**src/rtl/fp32_booth4_multiplier.sv**
```systemverilog
// Purpose: iterative FP32 multiplier, radix-4 Booth significand product, RNE rounding, FTZ.
// Latency: fixed 15 cycles from accepted start to the done pulse, special operands included.
// Backpressure: none; start is taken only in IDLE and ignored while busy or while done is high.
module fp32_booth4_multiplier #(
    parameter logic [31:0] QNAN = 32'h7FC0_0000,
    parameter bit          FTZ  = 1'b1
) (
    input  logic        clk,
    input  logic        rst,
    input  logic        start,
    input  logic [31:0] a,
    input  logic [31:0] b,
    output logic        busy,
    output logic        done,
    output logic [31:0] product,
    output logic [2:0]  flags
);

    typedef enum logic [1:0] {IDLE, UNPACK, ITER, ROUND} state_t;

    state_t             state;
    logic [31:0]        a_r;
    logic [31:0]        b_r;
    logic               sgn;
    logic [23:0]        ma;
    logic [25:0]        mb_sh;
    logic               mb_prev;
    logic signed [9:0]  exp_sum;
    logic [47:0]        acc;
    logic [3:0]         cnt;
    logic               special;
    logic [31:0]        spec_res;
    logic [2:0]         spec_flg;

    // operand classification, evaluated on the captured operands during UNPACK
    logic        a_zero, b_zero, a_inf, b_inf, a_nan, b_nan;
    logic        u_sgn;
    logic        u_special;
    logic [31:0] u_res;
    logic [2:0]  u_flg;

    // Classify operands and choose the preset result for special cases
    always_comb begin
        u_sgn     = a_r[31] ^ b_r[31];
        a_zero    = (a_r[30:23] == 8'h00) && (FTZ || a_r[22:0] == 23'd0);
        b_zero    = (b_r[30:23] == 8'h00) && (FTZ || b_r[22:0] == 23'd0);
        a_inf     = (a_r[30:23] == 8'hFF) && (a_r[22:0] == 23'd0);
        b_inf     = (b_r[30:23] == 8'hFF) && (b_r[22:0] == 23'd0);
        a_nan     = (a_r[30:23] == 8'hFF) && (a_r[22:0] != 23'd0);
        b_nan     = (b_r[30:23] == 8'hFF) && (b_r[22:0] != 23'd0);
        u_special = 1'b0;
        u_res     = 32'd0;
        u_flg     = 3'b000;
        if (a_nan || b_nan || (a_inf && b_zero) || (b_inf && a_zero)) begin
            u_special = 1'b1;
            u_res     = QNAN;
            u_flg     = 3'b100;
        end else if (a_inf || b_inf) begin
            u_special = 1'b1;
            u_res     = {u_sgn, 8'hFF, 23'd0};
        end else if (a_zero || b_zero) begin
            u_special = 1'b1;
            u_res     = {u_sgn, 31'd0};
        end
    end

    // Booth digit recoding and the shifted partial product for this iteration.
    // The exact product fits in 48 bits, so two's-complement partial products are
    // kept at 48 bits; the upper bits of a wider sign extension would always cancel.
    logic [2:0]  trip;
    logic [47:0] mag;
    logic [47:0] pp;
    logic [47:0] pp_sh;
    logic        neg;
    always_comb begin
        trip = {mb_sh[1:0], mb_prev};
        neg  = 1'b0;
        mag  = 48'd0;
        case (trip)
            3'b001, 3'b010: mag = {24'd0, ma};
            3'b011:         mag = {23'd0, ma, 1'b0};
            3'b100: begin
                mag = {23'd0, ma, 1'b0};
                neg = 1'b1;
            end
            3'b101, 3'b110: begin
                mag = {24'd0, ma};
                neg = 1'b1;
            end
            default:        mag = 48'd0;
        endcase
        pp    = neg ? (~mag + 48'd1) : mag;
        pp_sh = pp << {cnt, 1'b0};
    end

    // Normalize, round to nearest even, and detect exponent overflow/underflow
    logic [23:0]       keep;
    logic              g_bit;
    logic              s_bit;
    logic              rnd;
    logic [24:0]       sum25;
    logic [22:0]       frac;
    logic signed [9:0] e1;
    logic signed [9:0] e2;
    logic [31:0]       r_res;
    logic [2:0]        r_flg;
    always_comb begin
        if (acc[47]) begin
            keep  = acc[47:24];
            g_bit = acc[23];
            s_bit = |acc[22:0];
            e1    = exp_sum + 10'sd1;
        end else begin
            keep  = acc[46:23];
            g_bit = acc[22];
            s_bit = |acc[21:0];
            e1    = exp_sum;
        end
        rnd   = g_bit & (s_bit | keep[0]);
        sum25 = {1'b0, keep} + {24'd0, rnd};
        // a carry out of the rounded mantissa leaves 1.000..0, one binade up
        frac  = sum25[24] ? sum25[23:1] : sum25[22:0];
        e2    = sum25[24] ? (e1 + 10'sd1) : e1;
        if (e2 >= 10'sd255) begin
            r_res = {sgn, 8'hFF, 23'd0};
            r_flg = 3'b010;
        end else if (e2 <= 10'sd0) begin
            r_res = {sgn, 31'd0};
            r_flg = 3'b001;
        end else begin
            r_res = {sgn, e2[7:0], frac};
            r_flg = 3'b000;
        end
    end

    // Control FSM and datapath registers; busy covers the iteration and rounding cycles
    always_ff @(posedge clk or negedge rst) begin
        if (!rst) begin
            state    <= IDLE;
            a_r      <= 32'd0;
            b_r      <= 32'd0;
            sgn      <= 1'b0;
            ma       <= 24'd0;
            mb_sh    <= 26'd0;
            mb_prev  <= 1'b0;
            exp_sum  <= 10'sd0;
            acc      <= 48'd0;
            cnt      <= 4'd0;
            special  <= 1'b0;
            spec_res <= 32'd0;
            spec_flg <= 3'b000;
            busy     <= 1'b0;
            done     <= 1'b0;
            product  <= 32'd0;
            flags    <= 3'b000;
        end else begin
            done <= 1'b0;
            case (state)
                IDLE: begin
                    // the done cycle is still IDLE, but a start seen there is dropped
                    if (start && !done) begin
                        a_r   <= a;
                        b_r   <= b;
                        state <= UNPACK;
                    end
                end
                UNPACK: begin
                    sgn      <= u_sgn;
                    ma       <= {1'b1, a_r[22:0]};
                    mb_sh    <= {2'b00, 1'b1, b_r[22:0]};
                    mb_prev  <= 1'b0;
                    exp_sum  <= {2'b00, a_r[30:23]} + {2'b00, b_r[30:23]} - 10'd127;
                    special  <= u_special;
                    spec_res <= u_res;
                    spec_flg <= u_flg;
                    acc      <= 48'd0;
                    cnt      <= 4'd0;
                    busy     <= 1'b1;
                    state    <= ITER;
                end
                ITER: begin
                    // specials also run the 13 steps so latency stays fixed
                    acc     <= acc + pp_sh;
                    mb_prev <= mb_sh[1];
                    mb_sh   <= {2'b00, mb_sh[25:2]};
                    cnt     <= cnt + 4'd1;
                    if (cnt == 4'd12) begin
                        state <= ROUND;
                    end
                end
                ROUND: begin
                    product <= special ? spec_res : r_res;
                    flags   <= special ? spec_flg : r_flg;
                    done    <= 1'b1;
                    busy    <= 1'b0;
                    state   <= IDLE;
                end
                default: state <= IDLE;
            endcase
        end
    end

endmodule
```
**config.mk**
```make
export PLATFORM = sky130hd
export DESIGN_NAME = fp32_booth4_multiplier
export DESIGN_NICKNAME = d
export VERILOG_FILES = /design/src/rtl/fp32_booth4_multiplier.sv
export SDC_FILE = /design/constraint.sdc
export NUM_CORES = 1
export LEC_CHECK = 0
export CAP_MARGIN = 20
export CORE_UTILIZATION = 55
export DETAILED_ROUTE_END_ITERATION = 6
export PLACE_DENSITY = 0.77
export SYNTH_ARGS = -nofsm -noshare
export SYNTH_HDL_FRONTEND = slang
export SYNTH_SLANG_ARGS = --single-unit
```
**constraint.sdc**
```tcl
create_clock -name clk -period 9.13 [get_ports clk]
set_input_delay 1.826 -clock clk [delete_from_list [all_inputs] [get_ports clk]]
set_output_delay 1.826 -clock clk [all_outputs]
set_load 0.02 [all_outputs]
```
### Yosys cells after proc, flatten, opt, wreduce, memory -nomap -nowiden

Index checks and enable logic that the tools add are counted.

* bitwise operators: 4
* add/subtract/negate cells: 8
* $lt $le $gt $ge: 2
* reduce and logical (&&, ||, !) cells: 29
* muxes and demuxes: 31
* shift operators: 1
* equality and inequality tests: 14

Operators by type and width (number)
* 32-bit 2-to-1 mux: 4
* 48-bit case mux with 2 select lines: 1
* 31-bit 2-to-1 mux: 2
* 26-bit case mux with 2 select lines: 1
* 25-bit case mux with 2 select lines: 1
* 48-bit by 1-bit adder with 48-bit output (second input constant): 1
* 48-bit adder: 1
* 48-bit 2-to-1 mux: 1
* 48-bit inverter: 1
* 48-bit by 5-bit left shift with 48-bit output: 1
* 23-bit logical NOT: 2
* 23-bit nonzero test: 2
* 24-bit by 1-bit adder with 25-bit output: 1
* 24-bit 2-to-1 mux: 1
* 23-bit 2-to-1 mux: 1
* 23-bit OR reduction: 1
* 22-bit OR reduction: 1
* 10-bit by 2-bit adder with 10-bit output (second input constant): 2
* 10-bit 2-to-1 mux: 2
* 8-bit == test (second input constant): 2
* 8-bit logical NOT: 2
* 10-bit by 9-bit >= comparator with 1-bit output (second input constant): 1
* 10-bit by 1-bit less-or-equal comparator with 1-bit output (second input constant): 1
* 9-bit by 7-bit subtractor with 10-bit output (second input constant): 1
* 27 further kinds: 55

* flip-flop bits (word level): 253
* bits of input ports: 67
* output and inout port bits: 37

### Depth between registers and ports, before layout

Gate-level depths: netlist (run 1).

* depth after elaboration: 10
* gate-level depth with buffers: 30
* depth with buffers taken out: 24

### Worst setup path after synthesis (run 1)

No wires, ideal clock.

* path kind: register -> register
* start point: register mb_sh[0]
* end point: register acc[46]
* cell stages (with the launch flop): 28
* clock period less this slack: 6406 ps
* arrival time: 6337 ps
* path slack: 2724 ps
* required time: 9061 ps
* library setup time: 69 ps
* path through: dfrtp_1 inv_1 ha_1 buf_2 buf_2 buf_2 buf_1 buf_1 a22oi_1 ha_1 nand4_1 or3_1 buf_2 o31ai_2 xor2_1 mux2_2 mux4_2 o2bb2ai_1 ha_1 and3_1 a31oi_1 or3_1 a31oi_1 a21oi_1 o211ai_1 o22ai_1 or4b_1 nand3_1

* longest elaborated chain between the ends: 9
* elaborated cells on any way between the ends: 17
* classes of those cells: add/sub: 2; eq/ne: 6; shift: 1; mux: 4; bitwise: 1; reduce/logical: 3

Ends and longest elaborated chain
* start, declared: line 26 `logic [25:0] mb_sh;`
* start signal, assigned: line 170 `mb_sh <= {2'b00, 1'b1, b_r[22:0]};`
* start signal, assigned: line 185 `mb_sh <= {2'b00, mb_sh[25:2]};`
* 3-bit == test (tied with other cells): line 79 `case (trip)`
* 4-bit OR reduction (no source line) / 2-bit OR reduction (equally long branches)
* 25-bit case mux with 2 select lines: line 79
* 48-bit inverter: line 92 `pp = neg ? (~mag + 48'd1) : mag;`
* 48-bit by 1-bit adder with 48-bit output: line 92
* 48-bit 2-to-1 mux (*): line 92
* 48-bit by 5-bit left shift with 48-bit output (*): line 93 `pp_sh = pp << {cnt, 1'b0};`
* 48-bit adder (*): line 183 `acc <= acc + pp_sh;`
* 48-bit case mux with 2 select lines (*): line 158 `case (state)`
* end signal, assigned: line 183
* end, declared: line 29 `logic [47:0] acc;`

Every way passes the cells marked *; elsewhere a longest branch is shown, timed or not.
A chain may end at the register's enable or synchronous reset.

### Worst setup path in the final report (run 1)

* start point: register mb_sh[0]
* end point: register acc[47]

The elaborated chain is that of the path after synthesis.

==> metrics.cfg, run 1 <==
[status]
outcome=finished clean

[sta]
tns_ns=0
hold_violations=0
fmax_mhz=140.1
worst_clock_skew_ns=0.01135
setup_violations=0
finalWorstPathRequiredPeriod_ns=7.139
worstMarginPinSlew_ns=1.038
final.period_utilization_pct=78.19
rsz0062_at_grt=no
drv_slew=0
slew-limit-headroom_pct=30.82

[routing]
dr_total_vias=14280
dr.pass1.iters=6
wl_per_cell_um=18.16
drt_wl_total_um=41430
drc=0
vias_per_cell=6.262
drt_iter0_drc=1315
ant_nets=0

[floorplanning]
core_area_um2=29640
start_util_pct=55.82
dieArea_um2=30780
fp.dieW_um=175.4
num_rows=63
ios=104
die_y_um=175.4

[global_route]
gr-total-overflow=0
track_usage_pct=26.66
grt_max_degree=79
grt_pass1_wl_um=67690
antenna_found_initial=0
grt_pass1_vias=13400

[critical_path]
critPathMaxFanout=45
crit_type=reg -> reg
cp_data_arrival_time_ns=7.55
cp-end-kind=flop
rrSetupSlack_ns=1.99
worstPathRequired_ns=9.54
cp-start-kind=flop

[yosys]
yosysWarnings=0
yosys.area.top_type=dfrtp_1
synth_area_leaders=dfrtp_1, mux2_2, ha_1, a21oi_1, mux2i_1
synth_cell_type_count=94
synthesis.nets=1990
synthesis.area_um2=16540
yosys_most_used_dff=dfrtp_1
synth_top_cell_area_share_pct=33.12
syn_avg_cell_area_um2=9.021
synth-edff-count=0
synth_seq_cells=219
netlist_instances=1834
yosysSeqAreaShare_pct=33.12
synthArstFlopShare_pct=100.0

[placed_design]
post_dp_cell_area_um2=17750
port_buffers=103
dpl.hpwl_um=30280
place_congestion=0.9119

[clocking]
clockRootBuffer=clkbuf_16
clkLatencyLatePin_ns=0.54
cts_setup_buffers=0
numCtsBuffers=25
cts_tree=built
cts.clk_slew.worst_paths_ns=0.07
cts-htree-levels=1
clkSinkCount=219
cts_hold_buffers=0
postCtsResizedCells=0
clk_path_buf_depth=3

[final_layout]
nets=2029
diodes=0
final_util_pct=62.83
drive_gt1_share_pct=12.00
area_growth_pct=12.56
final_area_um2=18620

[run]
cap_violations=0

[min_path]
hp-class=reg -> reg

==> area by class of cell <==
cell class / instances / area, µm²
Clock buffer: 31 / 678.2
Clock inverter: 14 / 191.4
Fill cell: 2521 / 11020
Inverter: 80 / 300.3
Multi-Input combinational cell: 1429 / 10330
Sequential cell: 219 / 5482
Tap cell: 390 / 488.0
Timing Repair Buffer: 118 / 1149
==> final timing paths <==
| path | end | startpoint | depth (start not counted) |
|---|---|---|---|
| min | spec_res[22] | spec_res[22] | 1 |
| max reg2reg | acc[47] | mb_sh[0] | 24 |
| max in group asynchronous | ma[4] | rst | 2 |
| min in group asynchronous | acc[35] | rst | 1 |
| max | acc[47] | mb_sh[0] | 24 |
| min reg2reg | spec_res[22] | spec_res[22] | 1 |
==> placed cells by master, fill, tap and decap left out, types with 70 or more instances in the layout <==
cell             instances
mux2i_1                 70
nand2_1                107
ha_1                    83
a21oi_1                147
clkdlybuf4s50_1        102
inv_1                   79
nor2_1                 158
mux2_2                 113
dfrtp_1                218
o21ai_0                 82
==> metal layers <==
| layer | global-route usage, % | vias to the layer above | part of all wire, % | wire, µm |
|---|---|---|---|---|
| met3 | 3.788 | 98 | 6.1 | 2521 |
| met5 | 0 | - | 0 | 0 |
| met1 | 36.83 | 6847 | 44 | 18380 |
| met4 | 10.22 | 0 | 3.6 | 1471 |
| met2 | 42.36 | 474 | 46 | 19060 |
| li1 | - | 6864 | - | - |
==> worst max-delay path, stage by stage (launching register included) <==
cell and delay [ns]:
dfrtp_1 0.41, inv_1 0.08, ha_1 0.29, mux2_4 0.46, a22oi_1 0.31, ha_1 0.25, nand4_1 0.20, or3_1 0.54
o41ai_1 0.44, a21oi_1 0.07, o22ai_1 0.32, a21oi_1 0.15, mux2_2 0.30, o22ai_1 0.25, ha_1 0.36, a21o_1 0.18
a21o_1 0.17, a21o_1 0.20, a211oi_1 0.21, nand2_1 0.06, o21ai_0 0.52, o21ai_0 0.30, o41ai_1 0.57, mux2i_1 0.16
nand4bb_1 0.21
==> cells in the mapped netlist (all sizes together), types with 4 or more instances <==
master,number
a21oi,149
ha,87
nor2b,22
a22oi,22
buf,28
or4,8
nor4,24
nor3,30
clkbuf,78
or3,16
mux2,114
a21o,40
or2,9
nand2,107
nor2,158
and2,16
o2bb2ai,33
a22o,11
and3,9
o211ai,13
nor3b,6
o31ai,13
nand3,52
nand4,28
o221ai,7
a211o,10
o21ai,86
a2111oi,5
inv,79
o21a,12
nand2b,13
a31oi,17
o21bai,4
mux2i,73
xor2,36
a211oi,30
xnor2,69
o22ai,42
dfrtp,219
==> metrics by stage <==
stage / hold WS (ns) / cells / worst slack, ns
2_1_floorplan: 0.4648 / 1834 / 2.724
5_1_grt: 0.5147 / 2281 / 1.420
4_1_cts: 0.5031 / 2281 / 2.057
6_report: 0.4966 / 2281 / 1.991
3_3_place_gp: 0.4763 / 2236 / 2.490
3_5_place_dp: 0.4907 / 2236 / 2.109
==> cells by family (layout without fill, tap and decap cells) <==
kind of cell             after synthesis  in the layout  share of synthesized area (%)
AND/OR/NAND/NOR                      513            513                          15.53
AO/OA/AOI/OAI                        532            532                          21.65
adder cells (fa/ha/maj)               89             89                          6.821
flip-flops                           219            219                          33.12
buffers and inverters                186            243                          4.583
XOR/XNOR                             105            105                          5.558
multiplexers                         190            190                          12.73
==> sequential cells by signal (all words and copies together), names as in the netlist <==
| register | cells |
|---|---|
| mb_prev | 1 |
| state | 2 |
| done | 1 |
| cnt | 4 |
| exp_sum | 10 |
| spec_res | 3 |
| special | 1 |
| a_r | 32 |
| ma | 24 |
| product | 32 |
| flags | 3 |
| mb_sh | 24 |
| sgn | 1 |
| b_r | 32 |
| acc | 48 |
| busy | 1 |
Power of run 1 is not shown: default switching activity piles up to over one toggle a cycle in this logic, so the estimate is an artifact.
==> run 2: changes to the inputs <==
Settings changed: PLACE_DENSITY 0.77 to 0.8.
Clock period 9.13 ns to 6.4 ns, I/O delays scaled along.
==> run 2 against run 1 <==
Utilization up 0.80 points; clock skew up 0.014 ns; non-clock buffer count up 29; design area up 1.3%; count of clock-buffer cells in the layout up 4.
==> metrics.cfg, run 2 (synthesis results as in run 1) <==
[global_route]
grt_pass1_wl_um=68990  ; was 67690 µm
grt_pass1_vias=13590  ; was 13400
antenna_found_initial=0  ; unchanged
track_usage_pct=27.11  ; was 26.66%
gr-total-overflow=0  ; unchanged
grt_max_degree=87  ; was 79

[floorplanning]
die_y_um=175.4  ; unchanged
core_area_um2=29640  ; unchanged
ios=104  ; unchanged
dieArea_um2=30780  ; unchanged
num_rows=63  ; unchanged
fp.dieW_um=175.4  ; unchanged
start_util_pct=55.82  ; unchanged

[status]
outcome=finished clean  ; unchanged

[placed_design]
place_congestion=0.9463  ; was 0.9119
dpl.hpwl_um=30830  ; was 30280 µm
dp_cells=2262  ; was 2236
port_buffers=103  ; unchanged
post_dp_cell_area_um2=17950  ; was 17750 µm²

[final_layout]
largest_register=acc  ; unchanged
drive_gt1_share_pct=13.65  ; was 12.00%
mostFrequentLayoutCell=dfrtp_1  ; unchanged
layout_common_cells=dfrtp_1, nor2_1, a21oi_1  ; unchanged
diodes=0  ; unchanged
area_growth_pct=13.99  ; was 12.56%
final_cells=2310  ; was 2281
nets=2058  ; was 2029
largest_register_ffs=48  ; unchanged
final_area_um2=18860  ; was 18620 µm²

[run]
cap_violations=0  ; unchanged

[min_path]
hp-class=reg -> reg  ; unchanged
hold_start=busy  ; was spec_res[22]

[routing]
dr.pass1.iters=5  ; was 6
drt_iter0_drc=1385  ; was 1315
drt_wl_total_um=41960  ; was 41430 µm
dr_total_vias=14340  ; was 14280
ant_nets=0  ; unchanged
wl_per_cell_um=18.16  ; about the same
drc=0  ; unchanged
vias_per_cell=6.206  ; was 6.262

[critical_path]
worstPathRequired_ns=6.88  ; was 9.54 ns
cp-end-kind=flop  ; unchanged
cp-start-kind=flop  ; unchanged
crit_type=reg -> reg  ; unchanged
cp_data_arrival_time_ns=6.57  ; was 7.55 ns
critPathMaxFanout=21  ; was 45
timing.rr.start=mb_prev  ; was mb_sh[0]
crit_start=mb_prev  ; was mb_sh[0]

[clocking]
cts-htree-levels=1  ; unchanged
cts_tree=built  ; unchanged
clkLatencyLatePin_ns=0.55  ; was 0.54 ns
clockRootBuffer=clkbuf_16  ; unchanged
cts_hold_buffers=0  ; unchanged
clk_path_buf_depth=3  ; unchanged
cts.clk_slew.worst_paths_ns=0.07  ; about the same
clkSinkCount=219  ; unchanged
numCtsBuffers=25  ; unchanged

[sta]
finalWorstPathRequiredPeriod_ns=6.094  ; was 7.139 ns
slew-limit-headroom_pct=28.27  ; was 30.82%
final.period_utilization_pct=95.21  ; was 78.19%
rsz0062_at_grt=no  ; unchanged
worstMarginPinSlew_ns=1.076  ; was 1.038 ns
drv_slew=0  ; unchanged
hold_violations=0  ; unchanged
whs_ns=0.4906  ; was 0.4966 ns
setup_violations=0  ; unchanged
fmax_mhz=164.1  ; was 140.1 MHz
worst_clock_skew_ns=0.02578  ; was 0.01135 ns
tns_ns=0  ; unchanged

[run 2: changes by cell type in the layout (fill, tap and decap cells not counted), sizes merged]
| cell | change |
|---|---|
| clkinv | +1 |
| buf | +29 |
| clkinvlp | -3 |
| bufinv | -1 |
| clkbuf | +4 |
| inv | -1 |
[run 2: area by class of cell]
| class | instances | area, µm² |
|---|---|---|
| sequential | 219 | 5482 |
| tap | 390 | 488.0 |
| fill | 2496 | 10780 |
| clock inverter | 10 | 131.4 |
| multi-input combinational | 1429 | 10400 |
| inverter | 80 | 300.3 |
| timing repair buffer | 147 | 1366 |
| clock buffer | 35 | 693.2 |
[run 2: path summary, 6_finish.rpt]
| path | endpoint | slack, ns | cells after the start |
|---|---|---|---|
| setup / recovery | acc[47] | 0.31 | 24 |
| hold / removal | busy | 0.49 | 2 |
| setup reg to reg | acc[47] | 0.31 | 24 |
| hold reg to reg | busy | 0.49 | 2 |
| max in group asynchronous | b_r[5] | 4.28 | 2 |
| min in group asynchronous | acc[35] | 0.71 | 1 |
[run 2: routing by layer]
layer | part of all wire (%) | up-vias | wire length, µm | track usage [%]
met3 | 4.6 | 73 | 1931 | 2.835
met5 | 0 | - | 0 | 0
li1 | - | 6912 | - | -
met2 | 47 | 423 | 19740 | 44.73
met4 | 2.2 | 0 | 906 | 7.355
met1 | 46 | 6927 | 19380 | 37.87
[run 2: critical path: stages, from the launching register on]
cell and delay (ns):
dfrtp_1 0.40, inv_1 0.11, ha_2 0.39, a211oi_1 0.33, a21oi_2 0.13, a2111o_1 0.54, or3_1 0.45, mux2_2 0.29
a22oi_1 0.41, inv_1 0.07, mux4_2 0.48, nand2_1 0.09, o21ai_0 0.17, ha_1 0.28, a21o_1 0.18, a21o_1 0.17
a21oi_1 0.22, o21ai_0 0.14, o21ai_0 0.10, buf_4 0.18, o21ai_0 0.16, o41ai_1 0.28, buf_4 0.18, mux2i_1 0.17
nand4bb_1 0.14
[run 2: metrics by stage]
step / util [%] / worst slack [ns]
floorplan: - / 0.005512
global placement: 60.57 / 0.2678
detailed placement: 60.57 / 0.1039
CTS: 63.35 / 0.1005
global route: 63.63 / 0.01508
finish: 63.63 / 0.3065
[run 2: repair_timing]
item,CTS,global route
resized for setup,0,13
setup endpoints to repair,0,16
setup buffers,0,3
Power of run 2 is left out for the same reason.
